[src/rtl/switch_pkg.sv]
// Shared switch definitions: checker FSM states, metadata layout,
// header length and the per-port MAC table used by generator and checker.
package switch_pkg;

   typedef enum logic [2:0] {
      HDR0,
      HDR1,
      TIME0,
      TIME1,
      SMAC0,
      SMAC1,
      PAYLOAD
   } state_t;

   localparam int HDR_WORDS    = 6;
   localparam int META_SRC_LSB = 30;
   localparam int META_DST_LSB = 28;
   localparam int META_LEN_LSB = 22;
   localparam int META_TS_LSB  = 0;

   localparam logic [47:0] PORT_MAC [0:3] = '{
      48'h02_00_5E_00_00_10,
      48'h02_00_5E_00_00_11,
      48'h02_00_5E_00_00_12,
      48'h02_00_5E_00_00_13
   };

   function automatic logic [47:0] port_to_mac(input logic [1:0] p);
      return PORT_MAC[p];
   endfunction

   function automatic logic [31:0] pack_meta(
      input logic [1:0]  src,
      input logic [1:0]  dst,
      input logic [5:0]  len,
      input logic [21:0] ts
   );
      logic [31:0] m;
      m = '0;
      m[META_SRC_LSB +: 2]  = src;
      m[META_DST_LSB +: 2]  = dst;
      m[META_LEN_LSB +: 6]  = len;
      m[META_TS_LSB  +: 22] = ts;
      return m;
   endfunction

endpackage

[src/rtl/mac_to_port.sv]
// Combinational reverse lookup of a destination MAC to its switch port.
module mac_to_port
   import switch_pkg::*;
(
   input  logic [47:0] i_mac,
   output logic [1:0]  o_port,
   output logic        o_hit
);

   always_comb begin
      o_port = '0;
      o_hit  = 1'b0;
      for (int i = 0; i < 4; i++) begin
         if (i_mac == PORT_MAC[i]) begin
            o_port = 2'(i);
            o_hit  = 1'b1;
         end
      end
   end

endmodule

[src/rtl/packet_check.sv]
// Per-port packet checker: parses header/payload words, flags errors,
// reports metadata and latency once per packet, keeps saturating counters.
module packet_check
   import switch_pkg::*;
#(
   parameter logic [1:0] PORT      = 2'd0,
   parameter int         CNT_WIDTH = 16
) (
   input  logic                 clk,
   input  logic                 reset,
   input  logic                 packet_valid,
   input  logic [31:0]          packet,
   input  logic [21:0]          time_now,
   output logic                 meta_valid,
   output logic [31:0]          meta_out,
   output logic [21:0]          latency,
   output logic [3:0]           err,
   output logic [CNT_WIDTH-1:0] pkt_cnt,
   output logic [CNT_WIDTH-1:0] err_cnt
);

   state_t r_state;
   state_t w_next;

   logic [5:0]  r_len;
   logic [5:0]  r_cnt;
   logic [15:0] r_dmac_hi;
   logic [1:0]  r_dst;
   logic [1:0]  r_src;
   logic [21:0] r_ts;
   logic [31:0] r_smac;
   logic [3:0]  r_err;

   logic                 r_meta_valid;
   logic [31:0]          r_meta_out;
   logic [21:0]          r_latency;
   logic [3:0]           r_err_out;
   logic [CNT_WIDTH-1:0] r_pkt_cnt;
   logic [CNT_WIDTH-1:0] r_err_cnt;

   logic [1:0] w_dst;
   logic       w_hit;
   logic [3:0] w_err_set;
   logic [3:0] w_err_all;
   logic       w_last;

   mac_to_port u_mac_to_port (
      .i_mac  ({r_dmac_hi, packet}),
      .o_port (w_dst),
      .o_hit  (w_hit)
   );

   assign w_last    = packet_valid && (r_state == PAYLOAD) && (r_cnt == 6'd0);
   assign w_err_all = r_err | w_err_set;

   // err bits: {hdr, mac, port, payload}
   always_comb begin
      w_err_set = '0;
      if (packet_valid) begin
         unique case (r_state)
            HDR0:    w_err_set[3] = (|packet[31:27]) | (|packet[20:16]);
            HDR1:    w_err_set[2:1] = {~w_hit, w_dst != PORT};
            TIME0:   w_err_set[3] = |packet[31:22];
            TIME1:   w_err_set[3] = |packet;
            SMAC0:   w_err_set[3] = |packet[31:2];
            SMAC1:   w_err_set[3] = (packet != r_smac) | (|packet[31:2]);
            PAYLOAD: w_err_set[0] = packet != 32'hFFFF_FFFF;
            default: w_err_set = '0;
         endcase
      end
   end

   always_comb begin
      w_next = r_state;
      if (packet_valid) begin
         unique case (r_state)
            HDR0:    w_next = HDR1;
            HDR1:    w_next = TIME0;
            TIME0:   w_next = TIME1;
            TIME1:   w_next = SMAC0;
            SMAC0:   w_next = SMAC1;
            SMAC1:   w_next = PAYLOAD;
            PAYLOAD: w_next = (r_cnt == 6'd0) ? HDR0 : PAYLOAD;
            default: w_next = HDR0;
         endcase
      end
   end

   always_ff @(posedge clk) begin
      if (reset) r_state <= HDR0;
      else       r_state <= w_next;
   end

   always_ff @(posedge clk) begin
      if (packet_valid) begin
         r_err <= (r_state == HDR0) ? w_err_set : w_err_all;
         unique case (r_state)
            HDR0: begin
               r_len     <= packet[26:21];
               r_dmac_hi <= packet[15:0];
            end
            HDR1:    r_dst <= w_dst;
            TIME0:   r_ts  <= packet[21:0];
            SMAC0: begin
               r_src  <= packet[1:0];
               r_smac <= packet;
            end
            SMAC1:   r_cnt <= r_len;
            PAYLOAD: r_cnt <= r_cnt - 6'd1;
            default: ;
         endcase
      end
   end

   // Report registers load on the last payload word so they are valid with the pulse.
   always_ff @(posedge clk) begin
      if (reset) begin
         r_meta_valid <= 1'b0;
         r_meta_out   <= '0;
         r_latency    <= '0;
         r_err_out    <= '0;
         r_pkt_cnt    <= '0;
         r_err_cnt    <= '0;
      end else begin
         r_meta_valid <= w_last;
         if (w_last) begin
            r_meta_out <= pack_meta(r_src, r_dst, r_len, r_ts);
            r_latency  <= time_now - r_ts;
            r_err_out  <= w_err_all;
            if (!(&r_pkt_cnt))
               r_pkt_cnt <= r_pkt_cnt + CNT_WIDTH'(1);
            if ((w_err_all != 4'd0) && !(&r_err_cnt))
               r_err_cnt <= r_err_cnt + CNT_WIDTH'(1);
         end
      end
   end

   assign meta_valid = r_meta_valid;
   assign meta_out   = r_meta_out;
   assign latency    = r_latency;
   assign err        = r_err_out;
   assign pkt_cnt    = r_pkt_cnt;
   assign err_cnt    = r_err_cnt;

endmodule
[config.mk]
export PLATFORM = sky130hd
export DESIGN_NAME = packet_check
export DESIGN_NICKNAME = d
export VERILOG_FILES = /design/src/rtl/switch_pkg.sv /design/src/rtl/mac_to_port.sv /design/src/rtl/packet_check.sv
export SDC_FILE = /design/constraint.sdc
export NUM_CORES = 1
export LEC_CHECK = 0
export ABC_AREA = 1
export BUFFER_PORTS_ARGS = -buffer_cell sky130_fd_sc_hd__clkbuf_2
export CELL_PAD_IN_SITES_DETAIL_PLACEMENT = 1
export CELL_PAD_IN_SITES_GLOBAL_PLACEMENT = 2
export CORE_UTILIZATION = 36
export CTS_BUF_LIST = sky130_fd_sc_hd__clkbuf_16
export DETAILED_ROUTE_END_ITERATION = 6
export GPL_ROUTABILITY_DRIVEN = 0
export GPL_TIMING_DRIVEN = 0
export HOLD_SLACK_MARGIN = 0.08
export PLACE_DENSITY = 0.86
export SKIP_CTS_REPAIR_TIMING = 1
export SYNTH_ARGS = -nofsm -noshare
export SYNTH_HDL_FRONTEND = slang
export SYNTH_SLANG_ARGS = --single-unit
[constraint.sdc]
create_clock -name clk -period 5.6 [get_ports clk]
set_input_delay 0.84 -clock clk [delete_from_list [all_inputs] [get_ports clk]]
set_output_delay 0.84 -clock clk [all_outputs]
set_load 0.03 [all_outputs]
==> run summary <==
Status: completed
Crit path largest cell delay: 0.55 ns
Leak pwr: 4.77 nW
Maximum vdd drop: 0.160 mV
Area of the core: 24600 um2
TNS Setup: 0 ns
Hold Path Sink: meta_out[22]$_SDFFE_PP0P_
Post-synth top area share: 29.0%
Area grow syn2layout: 19.9%
Worst slew pin tran: 0.962 ns
Util after Layout: 44.4%
Die area: 26000 um2
Hpwl dp: 20500 um
Root buffer cell: clkbuf_16
Routed WL: 26400 um
Congestion Overflow GR: 0
Initial antenna violation count: 1
CTS H-tree lvls: 4
Worst endpoint required time: 5.91 ns
Post-synth ARST share: 0%
Reg-to-reg startpoint: r_cnt[0]$_DFFE_PP_
Worst hold path depth: 2
Depth of the most critical reg-to-reg path: 9
Fin. max-slew vios: 0
CTS tree: yes
Ys Warns: 0
Final worst slack: 2.98 ns
Largest net degree at the start of global routing: 33
Reg-to-reg critical path endpoint: meta_out[15]$_SDFFE_PP0P_
Mean Syn Cell Area: 8.27 um2
Row cnt: 57
Initial Util: 37.1%
Slowest library cell on the worst path: clkbuf_1
Vias per Instance: 4.90
CTS clk-pin slew, worst paths: 0.08 ns
Crit path cell chain: clkbuf_2 -> buf_2 -> inv_2 -> nor2_4 -> nand2_4 -> clkinv_4 -> clkbuf_1 -> buf_1 -> a21oi_1
Final period utilization: 46.8%
Die Width: 161 um
Sink Count: 182
Initial DRC count: 422
Critical Path Source: packet_valid
Max_cap viols: 0
Tot GR Track Use: 21.0%
Drt drc: 0
Cts bufs inserted: 17
Slew headroom: 35.7%
Min Tclk post-route: 2.62 ns
Commonest non-fill, non-tap cell in the layout: nand2_1
Synth unique cells: 49
Worst hold start: meta_out[22]$_SDFFE_PP0P_
Sequential fraction of the synthesis area: 49.6%
Synth Instances: 1102
Fraction of layout cells with a size suffix above 1: 17.9%
Mapped Area: 9120 um2
Final-report hold violation count: 0
Clock tree buffer depth: 2
Routed wire per std cell: 16.4 um
Clock insertion delay at the later pin of the skew report: 0.45 ns
Min-delay worst type: flip-flop to flip-flop
Unrepaired setup endpoints after global routing: false
Clock Skew: 0.0166 ns
Worst Path Max Fanout: 10
Kind of critical path: input pin to flip-flop
Synth top area cells: edfxtp_1 (29%), dfxtp_1 (21%), nand2_1 (9.1%)
Setup-failing EPs final: 0
IO Pins: 148
Number of global-route vias before repair: 7946
PD cells: 265 nW/um2
Post-layout nets: 1352
Max Fclk: 382 MHz
Place WS: 2.47 ns
Leading area contributor after synthesis: edfxtp_1
R2R Setup Slk: 3.04 ns
Main synth FF type: dfxtp_1
CP Data Arrival Time: 2.93 ns
Global-route wire length before repair: 42100 um
Post-synth EDFFs: 88
Syn_nets: 1185
Commonest non-fill, non-tap cells in the layout: nand2_1 (220), nor2_1 (147), clkbuf_2 (146), inv_1 (139), dfxtp_1 (94)
Filler Cell Count: 3054
Post-route ant nets: 0
Crit. End Element: flip-flop
Startpoint types: input pin
Chip height: 161 um
First-pass DRT Iterations: 4
#FFs+latches synth: 182
Vias: 7887
Port Buffer Count: 146
==> routing by layer <==
layer | routed length, um | up-vias | global-route usage (%)
met5 | 0 | - | 0
met4 | 378 | 0 | 5.92
met3 | 668 | 25 | 2.90
met2 | 12700 | 119 | 35.6
met1 | 12700 | 3776 | 27.8
li1 | - | 3967 | -
==> Yosys cell counts (all sizes together), types with 2 or more instances <==
master and n:
nand3 43, o21a 6, edfxtp 88, nor4 3, dfxtp 94, xor2 17
nor3 21, o21bai 3, nand3b 3, a31oi 2, o211ai 7, clkbuf 20
nand2 232, o21ai 75, inv 141, a21oi 81, nand4 28, nor3b 3
xnor2 28, nor2 156, or2 8, a211oi 2, buf 8, ha 25
==> stage by stage <==
step           power (W)  cell area (um2)  hold WS (ns)  cells
3_3_place_gp     0.00167            10300         0.469   1572
3_5_place_dp     0.00168            10300         0.477   1574
4_1_cts          0.00292            10900         0.496   1606
6_report         0.00289            10900         0.486   1608
5_1_grt          0.00300            10900         0.510   1607
2_1_floorplan    0.00159             9120         0.469   1102
==> registers in the layout, indices dropped and copies added, names as in the netlist <==
signal and cells:
r_ts 22, err_cnt 16, r_err 4, meta_valid 1, r_smac 31, r_dmac_hi 16
r_src 1, latency 22, r_cnt 6, meta_out 32, r_dst 2, pkt_cnt 16
r_state 3, err 4, r_len 6
==> power breakdown <==
| part | total (W) | internal [W] | switching [W] |
|---|---|---|---|
| Clock | 0.00124 | 0.000613 | 0.000630 |
| Combinational | 0.000223 | 0.0000766 | 0.000147 |
| Sequential | 0.00143 | 0.00142 | 0.00000928 |
==> kinds of logic (layout without fill, tap and decap cells) <==
logic type | Yosys count | after routing | share of synthesized area (%)
and+or+nand+nor | 499 | 499 | 24.0
other | 0 | 2 | 0
DFF | 182 | 182 | 49.6
AOI/OAI and AO/OA | 180 | 180 | 11.2
xor gates and xnor gates | 45 | 45 | 4.32
adders and majority gates | 26 | 26 | 3.65
buffers and inverters | 170 | 350 | 7.20
==> layout make-up <==
class	instances	area (um2)	area share, %
Clock inverter	15	189	1.73
Timing Repair Buffer	148	773	7.08
Antenna cell	2	5.00	0.0458
Clock buffer	17	425	3.89
Buffer	28	119	1.09
Tap cell	324	405	3.71
Multi-Input combinational cell	750	3950	36.1
Sequential cell	182	4520	41.4
Inverter	142	538	4.92
==> how the worst max path moves through the flow <==
stage | slack [ns] | end
final | 2.98 | meta_out[15]$_SDFFE_PP0P_
after global routing | 2.79 | latency[13]$_SDFFE_PP0P_
after CTS | 2.94 | meta_out[15]$_SDFFE_PP0P_
after detailed placement | 2.47 | meta_out[15]$_SDFFE_PP0P_
after global placement | 1.69 | r_smac[9]$_DFFE_PP_
after floorplan | 2.69 | r_smac[10]$_DFFE_PP_
==> critical path, delay by kind of cell <==
| family | cells | cell delay, ns |
|---|---|---|
| and+or+nand+nor | 2 | 0.28 |
| buffers and inverters | 6 | 1.66 |
| AOI/OAI and AO/OA | 1 | 0.14 |
(Power assumes the default switching activity.)
